`config.mk`:
```
export PLATFORM = sky130hd
export DESIGN_NAME = rx_frame_ctrl
export DESIGN_NICKNAME = d
export VERILOG_FILES = /design/src/rtl/rx_frame_ctrl.sv
export SDC_FILE = /design/constraint.sdc
export NUM_CORES = 1
export LEC_CHECK = 0
export ABC_AREA = 0
export BUFFER_PORTS_ARGS = -buffer_cell sky130_fd_sc_hd__buf_2
export CAP_MARGIN = 5
export CORE_ASPECT_RATIO = 0.6
export CORE_MARGIN = 2
export CORE_UTILIZATION = 40
export CTS_BUF_LIST = sky130_fd_sc_hd__clkbuf_4 sky130_fd_sc_hd__clkbuf_8
export CTS_CLUSTER_DIAMETER = 80
export DETAILED_ROUTE_END_ITERATION = 12
export MAX_ROUTING_LAYER = met4
export PLACE_DENSITY_LB_ADDON = 0.05
export SYNTH_ARGS = -nofsm -noshare
export SYNTH_HDL_FRONTEND = slang
export SYNTH_SLANG_ARGS = --single-unit
```
`constraint.sdc`:
```
create_clock -name clk -period 2.3 [get_ports clk]
set_input_delay 0.115 -clock clk [delete_from_list [all_inputs] [get_ports clk]]
set_output_delay 0.115 -clock clk [all_outputs]
set_load 0.01 [all_outputs]
```
`src/rtl/rx_frame_ctrl.sv`:
```
`default_nettype none
// ============================================================================
// Module : rx_frame_ctrl
// Brief  : Receive-side frame controller between frame_decode and PICC layer.
// Rev    : 1.0  initial release
// ============================================================================
module rx_frame_ctrl #(
  parameter int MAX_BYTES = 64,
  parameter int CNT_W     = $clog2(MAX_BYTES + 1)
) (
  input  logic             clk,
  input  logic             rst_n,
  input  logic             rx_enable,
  input  logic             soc,
  input  logic             eoc,
  input  logic [7:0]       data,
  input  logic [2:0]       data_bits,
  input  logic             data_valid,
  input  logic             sequence_error,
  input  logic             parity_error,
  output logic [7:0]       rx_byte,
  output logic [2:0]       rx_byte_bits,
  output logic             rx_byte_valid,
  output logic             rx_busy,
  output logic             rx_done,
  output logic [CNT_W-1:0] rx_len,
  output logic [2:0]       rx_last_bits,
  output logic             rx_short,
  output logic             rx_err_seq,
  output logic             rx_err_par,
  output logic             rx_err_ovf
);

  typedef enum logic [1:0] {
    S_IDLE     = 2'd0,
    S_ACTIVE   = 2'd1,
    S_ERR_WAIT = 2'd2
  } state_t;

  state_t             state_q, state_d;
  logic [7:0]         rx_byte_q, rx_byte_d;
  logic [2:0]         rx_byte_bits_q, rx_byte_bits_d;
  logic               rx_byte_valid_q, rx_byte_valid_d;
  logic               rx_busy_q, rx_busy_d;
  logic               rx_done_q, rx_done_d;
  logic [CNT_W-1:0]   rx_len_q, rx_len_d;
  logic [2:0]         rx_last_bits_q, rx_last_bits_d;
  logic               rx_short_q, rx_short_d;
  logic               rx_err_seq_q, rx_err_seq_d;
  logic               rx_err_par_q, rx_err_par_d;
  logic               rx_err_ovf_q, rx_err_ovf_d;

  always_comb begin
    state_d         = state_q;
    rx_byte_d       = rx_byte_q;
    rx_byte_bits_d  = rx_byte_bits_q;
    rx_byte_valid_d = 1'b0;
    rx_done_d       = 1'b0;
    rx_len_d        = rx_len_q;
    rx_last_bits_d  = rx_last_bits_q;
    rx_short_d      = rx_short_q;
    rx_err_seq_d    = rx_err_seq_q;
    rx_err_par_d    = rx_err_par_q;
    rx_err_ovf_d    = rx_err_ovf_q;

    case (state_q)
      S_IDLE: begin
        if (soc && rx_enable) begin
          state_d        = S_ACTIVE;
          rx_len_d       = '0;
          rx_last_bits_d = 3'd0;
          rx_short_d     = 1'b0;
          rx_err_seq_d   = 1'b0;
          rx_err_par_d   = 1'b0;
          rx_err_ovf_d   = 1'b0;
        end
      end
      default: begin
        // A new soc mid-frame aborts silently; it restarts only if enabled.
        if (soc) begin
          if (rx_enable) begin
            state_d        = S_ACTIVE;
            rx_len_d       = '0;
            rx_last_bits_d = 3'd0;
            rx_short_d     = 1'b0;
            rx_err_seq_d   = 1'b0;
            rx_err_par_d   = 1'b0;
            rx_err_ovf_d   = 1'b0;
          end else begin
            state_d = S_IDLE;
          end
        end else if (!rx_enable) begin
          state_d = S_IDLE;
        end else begin
          if (sequence_error || parity_error) begin
            rx_err_seq_d = rx_err_seq_q | sequence_error;
            rx_err_par_d = rx_err_par_q | parity_error;
            state_d      = S_ERR_WAIT;
          end else if (data_valid && (state_q == S_ACTIVE)) begin
            if (data_bits == 3'd0) begin
              if (rx_len_q < CNT_W'(MAX_BYTES)) begin
                rx_byte_d       = data;
                rx_byte_bits_d  = data_bits;
                rx_byte_valid_d = 1'b1;
                rx_len_d        = rx_len_q + CNT_W'(1);
              end else begin
                rx_err_ovf_d = 1'b1;
              end
            end else begin
              rx_byte_d       = data;
              rx_byte_bits_d  = data_bits;
              rx_byte_valid_d = 1'b1;
              rx_last_bits_d  = data_bits;
            end
          end

          // Same-cycle data/errors above are already folded into the _d status.
          if (eoc) begin
            state_d   = S_IDLE;
            rx_done_d = 1'b1;
            if ((rx_len_d == '0) && (rx_last_bits_d == 3'd0) &&
                !rx_err_seq_d && !rx_err_par_d && !rx_err_ovf_d) begin
              rx_err_seq_d = 1'b1;
            end
            rx_short_d = (rx_len_d == '0) && (rx_last_bits_d == 3'd7) &&
                         !(rx_err_seq_d || rx_err_par_d || rx_err_ovf_d);
          end
        end
      end
    endcase

    rx_busy_d = (state_d != S_IDLE);
  end

  always_ff @(posedge clk) begin
    if (!rst_n) begin
      state_q         <= S_IDLE;
      rx_byte_q       <= 8'h00;
      rx_byte_bits_q  <= 3'd0;
      rx_byte_valid_q <= 1'b0;
      rx_busy_q       <= 1'b0;
      rx_done_q       <= 1'b0;
      rx_len_q        <= '0;
      rx_last_bits_q  <= 3'd0;
      rx_short_q      <= 1'b0;
      rx_err_seq_q    <= 1'b0;
      rx_err_par_q    <= 1'b0;
      rx_err_ovf_q    <= 1'b0;
    end else begin
      state_q         <= state_d;
      rx_byte_q       <= rx_byte_d;
      rx_byte_bits_q  <= rx_byte_bits_d;
      rx_byte_valid_q <= rx_byte_valid_d;
      rx_busy_q       <= rx_busy_d;
      rx_done_q       <= rx_done_d;
      rx_len_q        <= rx_len_d;
      rx_last_bits_q  <= rx_last_bits_d;
      rx_short_q      <= rx_short_d;
      rx_err_seq_q    <= rx_err_seq_d;
      rx_err_par_q    <= rx_err_par_d;
      rx_err_ovf_q    <= rx_err_ovf_d;
    end
  end

  assign rx_byte       = rx_byte_q;
  assign rx_byte_bits  = rx_byte_bits_q;
  assign rx_byte_valid = rx_byte_valid_q;
  assign rx_busy       = rx_busy_q;
  assign rx_done       = rx_done_q;
  assign rx_len        = rx_len_q;
  assign rx_last_bits  = rx_last_bits_q;
  assign rx_short      = rx_short_q;
  assign rx_err_seq    = rx_err_seq_q;
  assign rx_err_par    = rx_err_par_q;
  assign rx_err_ovf    = rx_err_ovf_q;

endmodule
`default_nettype wire

```
==> results by group, run 1 <==
Run status
  – Run status: completed

Critical path
  – WS Path Type: flip-flop to flip-flop
  – CP arrival: 2.13 ns
  – CP endpoint: rx_byte[4]
  – Crit path cell chain: or3b_1, or2_4, a211oi_4, buf_4, mux2i_1, nor2_1
  – Flop-to-flop setup slack: 0.34 ns
  – Crit-path max FO: 12
  – Reg2Reg Launch Point: state_q[0]
  – Critical path endpoint category: flip-flop
  – Crit. Startpoint: state_q[0]
  – Startpoint types: flip-flop
  – R2R Path End: rx_byte[4]
  – Worst path max stage delay: 0.47 ns
  – Critical Path Slowest Stage Cell: or3b_1
  – Worst R2R Path Depth: 6
  – Worst EP required: 2.47 ns

Drt
  – Final wirelength: 3450 um
  – DRC violations left: 0
  – Vias per cell: 5.27
  – Drt wl/cell: 13.9 um
  – Post-DRT Antenna Nets: 0
  – First DRT Iteration DRCs: 58
  – Detailed Routing Iterations Pass 1: 4
  – Vias: 1308

Die
  – Initial Utilization: 0.421
  – # IOs: 47
  – # rows: 16
  – Core outline area: 3280 sq um
  – Die height: 49.6 um
  – Die outline width: 79.9 um
  – Die ar.: 3960 sq um

Final layout
  – Antenna cells: 0
  – Final #Nets: 222
  – Synthesis-to-finish area growth: 26.7%
  – Fraction of layout cells with a size suffix above 1: 0.325

STA
  – F_max: 510 MHz
  – RSZ-0062 raised after global routing: false
  – Fin crit share: 0.853
  – Tightest Pin Transition: 0.485 ns
  – # setup viols final: 0
  – Hold slack: 0.0620 ns
  – Setup WS post-layout: 0.338 ns
  – Minimum clock period: 1.96 ns
  – Max-slew violations: 0
  – Max_slew headroom: 0.677
  – Setup TNS: 0 ns
  – Clock Skew: 0.00409 ns
  – Count of final hold-check violations: 0

Synthesis
  – Area leader, netlist: dfxtp_1
  – Syn_area_per_cell: 9.10 sq um
  – Largest cells by area after synthesis: dfxtp_1 (43%), mux2i_1 (7.2%), nor2_1 (6.0%), nand2_1 (3.5%), a21oi_1 (3.3%)
  – Synthesized Nets: 172
  – Main flop type after synthesis: dfxtp_1
  – Flops & latches, synth: 30
  – Netlist cell types: 48
  – Asr flop ratio synth: 0
  – Seq/Total Area, Yosys: 0.434
  – Share of the synthesized area in the top cell type: 0.434
  – Post-Syn Area: 1380 sq um
  – Post-synth EDFFs: 0
  – Synth warn: 0
  – Mapped Cells: 152

Clock tree
  – Hold-fix buffers at CTS: 0
  – Post-CTS sizing: 0
  – Clock latency on the worst-skew pair: 0.28 ns
  – CTS clk-pin slew, worst paths: 0.06 ns
  – TritonCTS Buffers: 5
  – Max clock buf depth: 2
  – Clock Tree Root: clkbuf_8
  – Sink Count: 30
  – Post-CTS Setup Inserts: 0
  – CTS tree: built
  – CTS H-tree depth: 2

GRT
  – GRT met1 Usage: 0.282
  – Vias in the first global route: 1185
  – Largest net degree at the start of global routing: 21
  – Met2 Use GR: 0.257
  – Met3 GRT Util: 0.0641
  – GRT Overall Usage: 0.195
  – Gr ovfl total: 0
  – First-pass GRT wire length: 5720 um
  – Initial antenna violation count: 0
  – Grt peak-use layer: met1

Placed design
  – I/O Buffers: 46
  – Place WS: 0.363 ns
  – Routability congestion estimate: 0.906
  – Hpwl dp: 2610 um

Worst hold path
  – HP Class: input port to flip-flop

Run
  – Max Cap Viol: 0

Power and ir drop
  – Max IR drop VDD: 413 uV
  – Leakage Power: 0.750 nW
  – Pwr Density: 583 nW/um^2
[final cells by class]
class,instances,area [sq um]
inverter,1,3.75
multi-input combinational,115,744
sequential,30,601
timing repair buffer,49,253
fill,325,1530
clock buffer,7,90.1
clock inverter,1,5.00
tap,45,56.3
[registers in the layout, indices dropped and copies added (netlist names)]
name	count
state_q	2
rx_err_par	1
rx_byte_valid	1
rx_done	1
rx_last_bits	3
rx_busy	1
rx_err_ovf	1
rx_err_seq	1
rx_len	7
rx_byte_bits	3
rx_byte	8
rx_short	1
[cell usage in the layout, fill, tap and decap left out, types with 2 or more instances in the layout]
cell       instances
nand2_1           13
nand3b_1           2
buf_2             46
clkbuf_8           6
o21ai_0            3
dfxtp_1           30
buf_4              3
xnor2_1            2
nand3_1            2
and3_1             3
and2_1             2
o2111ai_1          2
nor3_1             4
mux2i_1           10
a21oi_1            9
a31oi_1            2
nor2_1            22
a311oi_1           2
nand2b_1           6
a22oi_1            3
nor4_1             3
[stage by stage]
stage	instance area, sq um	total power, mW	std cells	utilization
6_report	1750	1.02	248	0.534
5_1_grt	1750	1.07	248	0.534
4_1_cts	1750	1.03	248	0.534
3_5_place_dp	1660	0.592	240	0.505
3_3_place_gp	1660	0.591	240	0.505
2_1_floorplan	1380	0.561	152	-
[logic make-up after synthesis]
family / after synthesis / synth area share
adders and majority gates: 1 / 0.00904
buffers and inverters: 7 / 0.0280
muxes: 10 / 0.0723
and+or+nand+nor: 69 / 0.267
xor gates and xnor gates: 2 / 0.0127
DFF: 30 / 0.434
AOI/OAI and AO/OA: 33 / 0.177
[per-layer routing]
layer	wire length [um]	up-vias
met5	0	-
met4	19	0
met3	293	4
met2	1430	43
met1	1710	605
li1	-	656
[worst max-delay path, delay by kind of cell, from the launching register on]
family                 cells  cell delay [ns]
AO/OA/AOI/OAI              1             0.20
buffers and inverters      1             0.25
flip-flops                 1             0.34
multiplexers               1             0.24
AND/OR/NAND/NOR            3             0.82
[synthesized netlist by cell type, types with 2 or more instances]
cell / instances
a22oi_1: 3
a31oi_1: 2
nand2_1: 13
a21oi_1: 9
nor2_1: 22
nand3_1: 2
nor4_1: 3
nor3_1: 4
nand2b_1: 6
and2_1: 2
o2111ai_1: 2
and3_1: 3
dfxtp_1: 30
clkbuf_1: 3
a311oi_1: 2
nand3b_1: 2
xnor2_1: 2
o21ai_0: 3
mux2i_1: 10
[worst min-delay path by stage]
stage | startpoint | endpoint | slack [ns] | cells past startpoint
after global routing | eoc | state_q[1] | 0.06 | 2
after global placement | data[1] | rx_byte[1] | 0.35 | 3
after CTS | eoc | state_q[1] | 0.06 | 2
after floorplan | eoc | state_q[1] | 0.20 | 1
after detailed placement | eoc | state_q[1] | 0.35 | 2
final | eoc | state_q[1] | 0.06 | 2
[where the power goes]
part           leakage, nW  total, mW  switching [mW]  internal, mW
logic                0.456     0.0581          0.0356        0.0224
registers            0.242      0.523         0.00119         0.522
clock network       0.0517      0.441           0.189         0.253
Note: power is estimated with default switching activity, not from simulation.
==> run 2: changes to the inputs <==
--- a/config.mk
+++ b/config.mk
@@ -6,10 +6,9 @@
 export NUM_CORES = 1
 export LEC_CHECK = 0
 export ABC_AREA = 0
-export BUFFER_PORTS_ARGS = -buffer_cell sky130_fd_sc_hd__buf_2
+export BUFFER_PORTS_ARGS = -buffer_cell sky130_fd_sc_hd__buf_4
 export CAP_MARGIN = 5
 export CORE_ASPECT_RATIO = 0.6
-export CORE_MARGIN = 2
 export CORE_UTILIZATION = 40
 export CTS_BUF_LIST = sky130_fd_sc_hd__clkbuf_4 sky130_fd_sc_hd__clkbuf_8
 export CTS_CLUSTER_DIAMETER = 80
==> run 2 against run 1 <==
- sequential power is essentially flat
- via count is essentially flat
- power grew 1.3%
- routed wire length grew 2.5%
- register-to-register slack gained 0.03 ns
- critical path type unchanged
- critical endpoint is now rx_byte[1]
==> results by group, run 2 (same netlist as run 1, synthesis figures left out) <==
Drt
  – Final wirelength: 3540 um (+2.5%)
  – Vias per cell: 5.27 (about the same)
  – Post-DRT Antenna Nets: 0 (unchanged)
  – First DRT Iteration DRCs: 61 (+5.2%)
  – Vias: 1307 (-0.076%)
  – Drt wl/cell: 14.3 um (+2.5%)
  – Detailed Routing Iterations Pass 1: 4 (unchanged)
  – DRC violations left: 0 (unchanged)

Die
  – # rows: 16 (unchanged)
  – # IOs: 47 (unchanged)
  – Die height: 47.6 um (-4.0%)
  – Die outline width: 77.9 um (-2.5%)
  – Initial Utilization: 0.421 (unchanged)
  – Core outline area: 3280 sq um (unchanged)
  – Die ar.: 3710 sq um (-6.4%)

STA
  – Fin crit share: 0.838 (-0.0148)
  – Tightest Pin Transition: 0.489 ns (+0.00453 ns)
  – # setup viols final: 0 (unchanged)
  – Max_slew headroom: 0.674 (-0.00302)
  – F_max: 519 MHz (+1.8%)
  – Minimum clock period: 1.93 ns (-0.0339 ns)
  – Setup WS post-layout: 0.372 ns (+0.0339 ns)
  – RSZ-0062 raised after global routing: false
  – Max-slew violations: 0 (unchanged)
  – Clock Skew: 0.00498 ns (+0.000886 ns)
  – Setup TNS: 0 ns (unchanged)
  – Count of final hold-check violations: 0 (unchanged)

Clock tree
  – Clock Tree Root: clkbuf_8
  – Clock latency on the worst-skew pair: 0.28 ns (about the same)
  – Post-CTS sizing: 0 (unchanged)
  – CTS H-tree depth: 2 (unchanged)
  – Sink Count: 30 (unchanged)
  – Post-CTS Setup Inserts: 0 (unchanged)
  – TritonCTS Buffers: 5 (unchanged)
  – CTS clk-pin slew, worst paths: 0.06 ns (about the same)
  – Max clock buf depth: 2 (unchanged)
  – CTS tree: built
  – Hold-fix buffers at CTS: 0 (unchanged)

Placed design
  – Routability congestion estimate: 0.837 (-7.6%)
  – Hpwl dp: 2670 um (+2.5%)
  – Place WS: 0.357 ns (-0.00609 ns)
  – Placed Cells: 240 (unchanged)
  – I/O Buffers: 46 (unchanged)

Critical path
  – Worst EP required: 2.47 ns (about the same)
  – CP bufs+invs: 1 (unchanged)
  – Critical Path Slowest Stage Cell: or3b_1
  – Critical path endpoint category: flip-flop
  – CP arrival: 2.10 ns (-0.03 ns)
  – WS Path Type: flip-flop to flip-flop
  – Crit-path max FO: 12 (unchanged)
  – CP top delay family: simple AND/OR/NAND/NOR gates
  – Worst path max stage delay: 0.48 ns (about the same)
  – Crit path cell chain: or3b_1, or2_4, a211oi_4, buf_4, mux2i_1, nor2_1
  – Startpoint types: flip-flop

Final layout
  – Antenna cells: 0 (unchanged)
  – Final std cells w/o fill: 248 (unchanged)
  – Max reg flops: 8 (unchanged)
  – Final #Nets: 222 (unchanged)
  – Most common cell after layout, fill and taps aside: buf_4
  – Synthesis-to-finish area growth: 35.0%
  – Most frequent cells in the layout: buf_4 (49), dfxtp_1 (30), nor2_1 (22), nand2_1 (13), mux2i_1 (10)
  – Fraction of layout cells with a size suffix above 1: 0.325 (unchanged)

Run status
  – Run status: completed

GRT
  – Vias in the first global route: 1097 (-7.4%)
  – First-pass GRT wire length: 5240 um (-8.4%)
  – GRT Overall Usage: 0.206 (+0.0104)
  – Gr ovfl total: 0 (unchanged)
  – Initial antenna violation count: 0 (unchanged)
  – Largest net degree at the start of global routing: 21 (unchanged)

Power and ir drop
  – Leakage Power: 0.762 nW (+1.6%)
  – Post-layout total power: 1.04 mW (+1.3%)
  – Max IR drop VDD: 280 uV (-32%)
  – Pwr Density: 554 nW/um^2 (-5.0%)

Worst hold path
  – HP Class: input port to flip-flop

Run
  – Max Cap Viol: 0 (unchanged)
[run 2: cell counts in the layout (fill, tap and decap cells not counted)]
No cell type changed its count.
[run 2: power breakdown]
group / internal [mW] / total [mW] / switching (mW) / leakage [nW]
Combinational: 0.0319 / 0.0670 / 0.0351 / 0.468
Clock: 0.253 / 0.445 / 0.193 / 0.0517
Sequential: 0.522 / 0.523 / 0.00141 / 0.242
[run 2: metrics by stage]
stage	hold slack (ns)	utilization	cell area, sq um
detailed placement	0.330	0.540	1770
CTS	0.0309	0.569	1870
finish	0.0430	0.569	1870
global placement	0.328	0.540	1770
floorplan	0.202	-	1380
global route	0.0439	0.569	1870
[run 2: metal layers]
layer / wire length, um / GRT usage / part of all wire / vias to the layer above
li1: - / - / - / 652
met4: 52 / 0.100 / 0.015 / 0
met5: 0 / - / 0 / -
met3: 215 / 0.0590 / 0.061 / 7
met2: 1400 / 0.273 / 0.39 / 43
met1: 1880 / 0.283 / 0.53 / 605
[run 2: cell type report]
class | instances | area, sq um
Fill cell | 315 | 1420
Multi-Input combinational cell | 115 | 744
Sequential cell | 30 | 601
Timing Repair Buffer | 49 | 368
Clock buffer | 7 | 90.1
Tap cell | 45 | 56.3
Clock inverter | 1 | 5.00
Inverter | 1 | 3.75
[run 2: path summary, 6_finish.rpt]
| check | start | endpoint | cells past startpoint | slack (ns) |
|---|---|---|---|---|
| worst max-delay path | state_q[0] | rx_byte[1] | 6 | 0.37 |
| worst min-delay path | eoc | state_q[1] | 2 | 0.04 |
| worst max register to register | state_q[0] | rx_byte[1] | 6 | 0.37 |
| worst min register to register | rx_byte_bits[0] | rx_byte_bits[0] | 2 | 0.48 |
==> run 3: changes to the inputs <==
==> constraint.sdc (replaced) <==
create_clock -name clk -period 2 [get_ports clk]
set_input_delay 0.1 -clock clk [delete_from_list [all_inputs] [get_ports clk]]
set_output_delay 0.1 -clock clk [all_outputs]
set_load 0.01 [all_outputs]
==> run 3 against run 2 <==
- via count rose by 1.8%
- register-to-register slack got worse by 0.20 ns
- first-iteration DRC count did not move
- design area rose by 2.0%
- global-route usage fell by 0.26 points
- clock power rose by 15%
- combinational power rose by 18%
- clock skew fell by 0.0012 ns
- worst hold slack got worse by 0.026 ns
==> results by group, run 3 (same netlist as run 1, synthesis figures left out) <==
Run status
  – Run status: completed

Power and ir drop
  – Combinational share of power: 0.066 (about the same)
  – Internal power: 0.928 mW (+15%)
  – Max IR drop VDD: 302 uV (+7.9%)
  – Psw: 0.264 mW (+15%)
  – Seq pwr share: 0.505 (about the same)
  – Leakage Power: 0.782 nW (+2.6%)
  – Switch share: 0.222 (+0.000479)
  – Pwr Density: 626 nW/um^2 (+13%)
  – Clock network power share: 0.429 (about the same)

STA
  – F_max: 546 MHz (+5.3%)
  – Clock Skew: 0.00382 ns (-0.00116 ns)
  – # setup viols final: 0 (unchanged)
  – Max-slew violations: 0 (unchanged)
  – RSZ-0062 raised after global routing: false
  – Count of final hold-check violations: 0 (unchanged)
  – Max_slew headroom: 0.722 (+0.0484)
  – Setup TNS: 0 ns (unchanged)
  – Minimum clock period: 1.83 ns (-0.0978 ns)
  – Fin crit share: 0.915 (+0.0768)
  – Setup WS post-layout: 0.169 ns (-0.202 ns)
  – Tightest Pin Transition: 0.413 ns (-0.0758 ns)

Final layout
  – Synthesis-to-finish area growth: 37.7%
  – Most frequent cells in the layout: buf_4 (51), dfxtp_1 (30), nor2_1 (22), nand2_1 (13), mux2i_1 (10)
  – Max reg flops: 8 (unchanged)
  – Final instance area: 1910 sq um (+2.0%)
  – Fraction of layout cells with a size suffix above 1: 0.340 (+0.0147)
  – Antenna cells: 0 (unchanged)
  – Most common cell after layout, fill and taps aside: buf_4
  – Final std cells w/o fill: 251 (+1.2%)
  – Final #Nets: 225 (+1.4%)

Placed design
  – Placed Cells: 243 (+1.3%)
  – Hpwl dp: 2620 um (-2.0%)
  – Place WS: 0.106 ns (-0.251 ns)
  – Dpl cell area: 1810 sq um (+2.0%)
  – I/O Buffers: 46 (unchanged)
  – Routability congestion estimate: 0.815 (-2.6%)

Clock tree
  – CTS clk-pin slew, worst paths: 0.06 ns (about the same)
  – CTS H-tree depth: 2 (unchanged)
  – CTS tree: built
  – Max clock buf depth: 2 (unchanged)
  – Sink Count: 30 (unchanged)
  – Clock latency on the worst-skew pair: 0.29 ns (about the same)
  – TritonCTS Buffers: 5 (unchanged)
  – Clock Tree Root: clkbuf_8

Critical path
  – CP arrival: 2.01 ns (-0.09 ns)
  – Crit-path max FO: 12 (unchanged)
  – WS Path Type: flip-flop to flip-flop
  – Critical path endpoint category: flip-flop
  – Flop-to-flop setup slack: 0.17 ns (-0.20 ns)
  – Startpoint types: flip-flop
  – Worst EP required: 2.17 ns (-0.30 ns)

GRT
  – Initial antenna violation count: 0 (unchanged)
  – Met2 Use GR: 0.276 (+0.00354)
  – GRT met1 Usage: 0.271 (-0.0122)
  – Vias in the first global route: 1141 (+4.0%)
  – First-pass GRT wire length: 5260 um (+0.38%)
  – Met3 GRT Util: 0.0590 (unchanged)
  – GRT Overall Usage: 0.203 (-0.00259)
  – Grt peak-use layer: met2
  – Largest net degree at the start of global routing: 20 (-4.8%)
  – Gr ovfl total: 0 (unchanged)

Drt
  – Final wirelength: 3440 um (-2.9%)
  – First DRT Iteration DRCs: 61 (unchanged)
  – Post-DRT Antenna Nets: 0 (unchanged)
  – Vias per cell: 5.30 (+0.54%)
  – Detailed Routing Iterations Pass 1: 4 (unchanged)
  – Drt wl/cell: 13.7 um (-4.0%)
  – DRC violations left: 0 (unchanged)
  – Vias: 1330 (+1.8%)

Die
  – # rows: 16 (unchanged)
  – Initial Utilization: 0.421 (unchanged)
  – Die height: 47.6 um (unchanged)
  – # IOs: 47 (unchanged)
  – Die ar.: 3710 sq um (unchanged)
  – Die outline width: 77.9 um (unchanged)
  – Core outline area: 3280 sq um (unchanged)

Worst hold path
  – HP Class: input port to flip-flop

Run
  – Max Cap Viol: 0 (unchanged)
[run 3: cell types whose count changed in the layout (fill, tap and decap cells not counted), sizes merged]
| cell | previous run | this run |
|---|---|---|
| buf | 49 | 52 |
[run 3: area by class of cell]
cell class	count	area [sq um]
Clock buffer	7	90.1
Sequential cell	30	601
Tap cell	45	56.3
Fill cell	303	1380
Multi-Input combinational cell	115	747
Inverter	1	3.75
Clock inverter	1	5.00
Timing Repair Buffer	52	403
[run 3: worst paths after layout]
path | end | cells past startpoint | startpoint
hold / removal | state_q[1] | 2 | eoc
setup / recovery | rx_byte[1] | 6 | state_q[0]
hold reg to reg | rx_byte_bits[1] | 2 | rx_byte_bits[1]
setup reg to reg | rx_byte[1] | 6 | state_q[0]
[run 3: routing by layer]
metal  vias up  routed length [um]
li1        654                   -
met1       623                1790
met2        45                1320
met3         8                 258
met4         0                  65
met5         -                   0
[run 3: critical path, stage by stage, from the launching register on]
cell	delay, ns
dfxtp_1	0.34
or3b_4	0.43
or2_4	0.27
a211oi_4	0.25
buf_12	0.18
mux2i_1	0.19
nor2_1	0.05
[run 3: repair_timing]
| action | CTS | global route |
|---|---|---|
| setup endpoints to repair | 0 | 2 |
| hold buffers | 0 | 0 |
| gates resized for setup | 0 | 1 |
| setup buffers | 0 | 0 |
[run 3: power by group through the flow]
stage               clock, mW  sequential (mW)  combinational, mW
finish                  0.512            0.602             0.0789
global route            0.545            0.602             0.0862
CTS                     0.522            0.602             0.0781
detailed placement          0            0.615             0.0773
global placement            0            0.615             0.0764
floorplan                   0            0.616             0.0297
[run 3: metrics by stage]
| step | utilization | hold WS (ns) | power (mW) |
|---|---|---|---|
| final | 0.580 | 0.0175 | 1.19 |
| after global routing | 0.580 | 0.0272 | 1.23 |
| after CTS | 0.580 | 0.0112 | 1.20 |
| after detailed placement | 0.551 | 0.315 | 0.692 |
| after global placement | 0.551 | 0.312 | 0.691 |
| after floorplan | - | 0.187 | 0.645 |
